**src/rtl/vp_pkg.sv**
```systemverilog
// Shared definitions for the vp video source: pattern codes, colour-bar constants
// and the raster FSM state type.
package vp_pkg;

  localparam logic [1:0] PAT_BARS  = 2'd0;
  localparam logic [1:0] PAT_GRAD  = 2'd1;
  localparam logic [1:0] PAT_CHECK = 2'd2;
  localparam logic [1:0] PAT_SOLID = 2'd3;

  localparam logic [23:0] BAR_WHITE   = 24'hFFFFFF;
  localparam logic [23:0] BAR_YELLOW  = 24'hFFFF00;
  localparam logic [23:0] BAR_CYAN    = 24'h00FFFF;
  localparam logic [23:0] BAR_GREEN   = 24'h00FF00;
  localparam logic [23:0] BAR_MAGENTA = 24'hFF00FF;
  localparam logic [23:0] BAR_RED     = 24'hFF0000;
  localparam logic [23:0] BAR_BLUE    = 24'h0000FF;
  localparam logic [23:0] BAR_BLACK   = 24'h000000;

  typedef enum logic {
    IDLE,
    RUN
  } state_t;

  // Bar colours run left to right in classic SMPTE-like order.
  function automatic logic [23:0] bar_color(input logic [2:0] idx);
    case (idx)
      3'd0:    return BAR_WHITE;
      3'd1:    return BAR_YELLOW;
      3'd2:    return BAR_CYAN;
      3'd3:    return BAR_GREEN;
      3'd4:    return BAR_MAGENTA;
      3'd5:    return BAR_RED;
      3'd6:    return BAR_BLUE;
      default: return BAR_BLACK;
    endcase
  endfunction

endpackage

```
**src/rtl/vp_pattern_gen.sv**
```systemverilog
// Combinational test-pattern source: maps raster position and the latched
// pattern select to a 24-bit RGB pixel, forced to black outside the active area.
module vp_pattern_gen
  import vp_pkg::*;
#(
  parameter logic [23:0] SOLID_COLOR = 24'h808080
) (
  input  logic [1:0]  pat_q,
  input  logic [7:0]  h_cnt,
  input  logic [3:3]  v_cnt,
  input  logic [2:0]  bar_idx,
  input  logic        de,
  output logic [23:0] pixel
);

  always_comb begin
    pixel = 24'h0;
    if (de) begin
      case (pat_q)
        PAT_BARS:  pixel = bar_color(bar_idx);
        PAT_GRAD:  pixel = {h_cnt, h_cnt, h_cnt};
        PAT_CHECK: pixel = (h_cnt[3] ^ v_cnt[3]) ? 24'h000000 : 24'hFFFFFF;
        default:   pixel = SOLID_COLOR;
      endcase
    end
  end

endmodule

```
**src/rtl/vp_timing_gen.sv**
```systemverilog
// Raster timing generator: owns the h/v counters, run/idle FSM and the output
// registers that drive de/h_sync/v_sync/pixel into the vp pipeline.
module vp_timing_gen
  import vp_pkg::*;
#(
  parameter int          H_ACTIVE    = 1280,
  parameter int          H_FP        = 110,
  parameter int          H_SYNC      = 40,
  parameter int          H_BP        = 220,
  parameter int          V_ACTIVE    = 720,
  parameter int          V_FP        = 5,
  parameter int          V_SYNC      = 5,
  parameter int          V_BP        = 20,
  parameter logic        SYNC_POL    = 1'b1,
  parameter logic [23:0] SOLID_COLOR = 24'h808080
) (
  input  logic        clk,
  input  logic        rst_n,
  input  logic        enable,
  input  logic [1:0]  pattern_sel,
  output logic        de_out,
  output logic        h_sync_out,
  output logic        v_sync_out,
  output logic [23:0] pixel_out,
  output logic        frame_start
);

  localparam int H_TOTAL = H_ACTIVE + H_FP + H_SYNC + H_BP;
  localparam int V_TOTAL = V_ACTIVE + V_FP + V_SYNC + V_BP;
  localparam int HW      = $clog2(H_TOTAL);
  localparam int VW      = $clog2(V_TOTAL);

  localparam logic [HW-1:0] H_LAST     = HW'(H_TOTAL - 1);
  localparam logic [HW-1:0] H_ACT_END  = HW'(H_ACTIVE);
  localparam logic [HW-1:0] H_SYNC_BEG = HW'(H_ACTIVE + H_FP);
  localparam logic [HW-1:0] H_SYNC_END = HW'(H_ACTIVE + H_FP + H_SYNC);
  localparam logic [HW-1:0] BAR_LAST   = HW'(H_ACTIVE / 8 - 1);
  localparam logic [VW-1:0] V_LAST     = VW'(V_TOTAL - 1);
  localparam logic [VW-1:0] V_ACT_END  = VW'(V_ACTIVE);
  localparam logic [VW-1:0] V_SYNC_BEG = VW'(V_ACTIVE + V_FP);
  localparam logic [VW-1:0] V_SYNC_END = VW'(V_ACTIVE + V_FP + V_SYNC);

  state_t        state, state_nxt;
  logic          cnt_valid, cnt_valid_nxt;
  logic [HW-1:0] h_cnt, h_nxt, bar_px, bar_px_nxt;
  logic [VW-1:0] v_cnt, v_nxt;
  logic [2:0]    bar_idx, bar_idx_nxt;
  logic [1:0]    pat_q, pat_nxt;
  logic          frame_end;

  logic          de_c, hs_c, vs_c, fs_c;
  logic [23:0]   pix_c;
  logic [7:0]    h_lo;
  logic [3:3]    v_b3;

  assign frame_end = cnt_valid && (h_cnt == H_LAST) && (v_cnt == V_LAST);

  // cnt_valid spends one cycle at (0,0) after leaving IDLE so the first
  // active pixel reaches the outputs two edges after enable is seen.
  always_comb begin
    state_nxt     = state;
    cnt_valid_nxt = cnt_valid;
    h_nxt         = h_cnt;
    v_nxt         = v_cnt;
    bar_px_nxt    = bar_px;
    bar_idx_nxt   = bar_idx;
    pat_nxt       = pat_q;
    case (state)
      IDLE: begin
        cnt_valid_nxt = 1'b0;
        h_nxt         = '0;
        v_nxt         = '0;
        bar_px_nxt    = '0;
        bar_idx_nxt   = '0;
        if (enable) begin
          state_nxt = RUN;
          pat_nxt   = pattern_sel;
        end
      end
      default: begin
        if (!cnt_valid) begin
          cnt_valid_nxt = 1'b1;
        end else begin
          if (h_cnt == H_LAST) begin
            h_nxt       = '0;
            bar_px_nxt  = '0;
            bar_idx_nxt = '0;
            v_nxt       = (v_cnt == V_LAST) ? '0 : v_cnt + VW'(1);
          end else begin
            h_nxt = h_cnt + HW'(1);
            if (bar_px == BAR_LAST) begin
              bar_px_nxt  = '0;
              bar_idx_nxt = bar_idx + 3'd1;
            end else begin
              bar_px_nxt = bar_px + HW'(1);
            end
          end
          if (frame_end) begin
            if (!enable) begin
              state_nxt     = IDLE;
              cnt_valid_nxt = 1'b0;
            end else begin
              pat_nxt = pattern_sel;
            end
          end
        end
      end
    endcase
  end

  always_ff @(posedge clk or negedge rst_n) begin
    if (!rst_n) begin
      state     <= IDLE;
      cnt_valid <= 1'b0;
      h_cnt     <= '0;
      v_cnt     <= '0;
      bar_px    <= '0;
      bar_idx   <= '0;
      pat_q     <= PAT_BARS;
    end else begin
      state     <= state_nxt;
      cnt_valid <= cnt_valid_nxt;
      h_cnt     <= h_nxt;
      v_cnt     <= v_nxt;
      bar_px    <= bar_px_nxt;
      bar_idx   <= bar_idx_nxt;
      pat_q     <= pat_nxt;
    end
  end

  // The pattern only needs the low byte of h and bit 3 of v; short counters are zero-extended.
  if (HW >= 8) begin : g_h_wide
    assign h_lo = h_cnt[7:0];
  end else begin : g_h_narrow
    assign h_lo = {{(8 - HW){1'b0}}, h_cnt};
  end
  if (VW >= 4) begin : g_v_wide
    assign v_b3 = v_cnt[3:3];
  end else begin : g_v_narrow
    assign v_b3 = 1'b0;
  end

  assign de_c = cnt_valid && (h_cnt < H_ACT_END) && (v_cnt < V_ACT_END);
  assign hs_c = (cnt_valid && (h_cnt >= H_SYNC_BEG) && (h_cnt < H_SYNC_END)) ? SYNC_POL : ~SYNC_POL;
  assign vs_c = (cnt_valid && (v_cnt >= V_SYNC_BEG) && (v_cnt < V_SYNC_END)) ? SYNC_POL : ~SYNC_POL;
  assign fs_c = cnt_valid && (h_cnt == '0) && (v_cnt == '0);

  vp_pattern_gen #(
    .SOLID_COLOR(SOLID_COLOR)
  ) u_pattern (
    .pat_q  (pat_q),
    .h_cnt  (h_lo),
    .v_cnt  (v_b3),
    .bar_idx(bar_idx),
    .de     (de_c),
    .pixel  (pix_c)
  );

  always_ff @(posedge clk or negedge rst_n) begin
    if (!rst_n) begin
      de_out      <= 1'b0;
      h_sync_out  <= ~SYNC_POL;
      v_sync_out  <= ~SYNC_POL;
      pixel_out   <= 24'h0;
      frame_start <= 1'b0;
    end else begin
      de_out      <= de_c;
      h_sync_out  <= hs_c;
      v_sync_out  <= vs_c;
      pixel_out   <= pix_c;
      frame_start <= fs_c;
    end
  end

endmodule

```
**config.mk**
```make
export PLATFORM = sky130hd
export DESIGN_NAME = vp_timing_gen
export DESIGN_NICKNAME = d
export VERILOG_FILES = /design/src/rtl/vp_pkg.sv /design/src/rtl/vp_pattern_gen.sv /design/src/rtl/vp_timing_gen.sv
export SDC_FILE = /design/constraint.sdc
export NUM_CORES = 1
export LEC_CHECK = 0
export ABC_CLOCK_PERIOD_IN_PS = 4370
export BUFFER_PORTS_ARGS = -buffer_cell sky130_fd_sc_hd__buf_4
export CORE_UTILIZATION = 35
export CTS_BUF_LIST = sky130_fd_sc_hd__clkbuf_2
export CTS_CLUSTER_DIAMETER = 80
export DETAILED_ROUTE_END_ITERATION = 6
export GPL_ROUTABILITY_DRIVEN = 0
export PLACE_DENSITY = 0.51
export SYNTH_ARGS = -nofsm -noshare
export SYNTH_HDL_FRONTEND = slang
export SYNTH_SLANG_ARGS = --single-unit
export TNS_END_PERCENT = 30
```
**constraint.sdc**
```tcl
create_clock -name clk -period 4.37 [get_ports clk]
set_input_delay 0.437 -clock clk [delete_from_list [all_inputs] [get_ports clk]]
set_output_delay 0.437 -clock clk [all_outputs]
set_load 0.02 [all_outputs]
```
==> results by group <==
Yosys
  • Synthesized Nets: 373
  • Synth Area in Simple Gates: 0.201
  • EDFF count, synth: 0
  • Post-synth top flop: dfrtp_1
  • Top post-synthesis cells by area: dfrtp_1 49%, a21oi_1 6.4%, ha_1 4.7%
  • Async SR Flop Fraction: 1.00
  • Post-Syn Area per Cell: 9.69 um2
  • Cell count after synthesis: 355
  • YS warnings: 0
  • Cell Area, Synth: 0.00344 mm2
  • Area fraction of the dominant cell type after synthesis: 0.487
  • Mux share of post-synthesis cell area: 0.00327
  • Post-synthesis compound-gate area fraction: 0.198
  • Synth Area in XOR/XNOR: 0.0229
  • Count leader, synth: dfrtp_1
  • Adder-cell share of the synthesized area: 0.0473
  • Top cells by count, synth: 67 x dfrtp_1, 44 x a21oi_1, 30 x nand2_1
  • Count of different cell masters after synthesis: 52
  • FF+latch count, synth: 67
  • Sequential-to-total area share from yosys stat: 0.487
  • Yosys top cell by area: dfrtp_1
  • Largest family of logic cells by synthesized area: simple AND/OR/NAND/NOR gates

STA
  • F_max: 438 MHz
  • Final period util: 0.522
  • Final-report hold violation count: 0
  • Pins Over Slew Limit: 0
  • WHS: 0.177 ns
  • Clock skew: 0.0206 ns
  • RSZ-0062 raised after global routing: false
  • Setup TNS Final: 0 ns
  • Final setup fails: 0
  • Worst-Margin Slew: 0.948 ns
  • Slew margin rel.: 0.367
  • Post-layout min period: 2.28 ns

Finish
  • Multi-input gate area: 0.00162 mm2
  • Fin nets: 400
  • Reg area: 0.00168 mm2
  • Util after Layout: 0.417
  • Share of cells above drive strength 1: 0.147
  • Fillcell total: 971
  • # diodes: 0
  • Syn-to-layout area delta: 13.7%

Clock tree
  • Worst-path clk slew: 0.19 ns
  • Cts repair resizes: 0
  • Max Root-Sink Buffers: 2
  • TritonCTS clock tree: yes
  • Clock root buffer: clkbuf_2
  • # clock sinks: 67
  • Total CTS buffers: 9
  • H-tree levels: 3
  • Worst skew pair latency: 0.51 ns

Global route
  • Grt total ovfl: 0
  • Vias in the first global route: 2674
  • Initial antenna violation count: 0
  • First-pass GRT wire length: 13.7 mm
  • Largest net degree at the start of global routing: 68
  • GRT Util Overall: 0.174

Route
  • Total Wirelength: 8.02 mm
  • Drt first pass iters: 4
  • DRC Markers: 0
  • Routed via count: 2766
  • DR vias/cell: 5.36
  • Iteration-0 DRC count of the detailed router: 121
  • Antenna Nets Post-Route: 0
  • WL/cell: 15.5 um

Power
  • Pwr/cell area: 273 mW/mm2
  • Total power: 1.07 mW
  • Static Leak: 1.67 nW
  • Max VDD drop: 0.112 mV

Die
  • Die span in y: 101 um
  • Initial Util: 0.367
  • Site Rows: 35
  • Core ar.: 0.00937 mm2
  • Die W: 101 um
  • Die Area: 0.0102 mm2
  • I/O pin cnt: 33

Worst setup path
  • Startpoint types: flop
  • Worst EP arrival: 2.69 ns
  • Reg2reg path depth: 4
  • Worst path required time: 4.78 ns
  • R2R Setup Slk: 2.09 ns
  • Crit. End Element: flop
  • Worst-path fanout max: 17
  • Kind of critical path: reg -> reg

Place
  • PortBufs: 32
  • Post-DP HPWL: 5.57 mm

Outcome
  • Status: complete, no violations

Worst hold path
  • Worst hold path depth: 3
  • Hold Path Class: in -> reg

Flow run
  • Max cap viols: 0
layer usage:
metal | GRT usage | share of wire
met4 | 0.0524 | 0.011
met5 | 0 | 0
met3 | 0.0428 | 0.039
met2 | 0.280 | 0.47
met1 | 0.233 | 0.48
cell families after synthesis:
family	after synthesis
simple gates	126
mux	1
compound gates	106
xor+xnor	9
fa+ha+maj	13
flops	67
buf+inv	33
cell type report:
cell class              count  share of cell area
flip-flops and latches     67               0.429
multi-input cells         255               0.415
repair buffers             33              0.0640
well taps                 129              0.0413
clock inverters             7              0.0237
inverters                  16              0.0154
clock buffers               9              0.0115
registers in the layout, indices dropped and copies added, names as in the netlist:
signal,flops
cnt_valid,1
v_sync_out,1
bar_px,11
h_cnt,11
h_sync_out,1
bar_idx,3
state,1
v_cnt,10
pixel_out,24
pat_q,2
frame_start,1
de_out,1
critical path, cell delays in order (launching register included):
cell     delay [ns]
dfrtp_1        0.75
inv_1          0.36
a41oi_2        0.65
nor3_1         0.13
mux2_2         0.29
path summary, 6_finish.rpt:
check | to | from
min in group asynchronous | de_out$_DFF_PN0_ | rst_n
hold / removal | state$_DFF_PN0_ | enable
hold reg to reg | bar_px[10]$_DFFE_PN0N_ | bar_px[10]$_DFFE_PN0N_
max in group asynchronous | v_cnt[0]$_DFFE_PN0P_ | rst_n
setup reg to reg | v_cnt[0]$_DFFE_PN0P_ | state$_DFF_PN0_
setup / recovery | v_cnt[0]$_DFFE_PN0P_ | state$_DFF_PN0_
per-stage QoR:
step	instance area [um2]	std cells	setup WS [ns]
floorplan	3440	355	2.57
global placement	3760	499	2.13
detailed placement	3760	499	2.06
CTS	3910	516	2.03
global route	3910	516	1.84
finish	3910	516	2.09
repair_timing:
item / in CTS / in global routing
buffers inserted: 0 / 0
hold buffers: 1 / 0
endpoints found under the hold margin: 42 / 0
power by group:
group          switching (mW)  total [mW]  internal [mW]
clock network           0.243       0.430          0.187
logic                  0.0133      0.0166        0.00334
registers                   0       0.621          0.621
total                   0.256        1.07          0.812
layout by cell type, fill, tap and decap left out, types with 3 or more instances in the layout:
cell / n
nor3_1: 10
o31ai_1: 5
or4_1: 9
o211ai_1: 6
a22o_1: 5
nor2_1: 20
or3_1: 6
a31oi_1: 3
o21ai_0: 17
dfrtp_1: 67
xnor2_1: 4
and3_1: 5
buf_4: 32
a211oi_1: 3
clkbuf_2: 9
nor2b_1: 3
nand2_1: 30
xor2_1: 5
nand3_1: 14
a41o_1: 3
ha_1: 13
nand4_1: 10
a21o_1: 5
a21oi_1: 44
inv_1: 16
o21ai_1: 3
nand2b_1: 3
No activity file was read; power rests on OpenSTA's default activity.
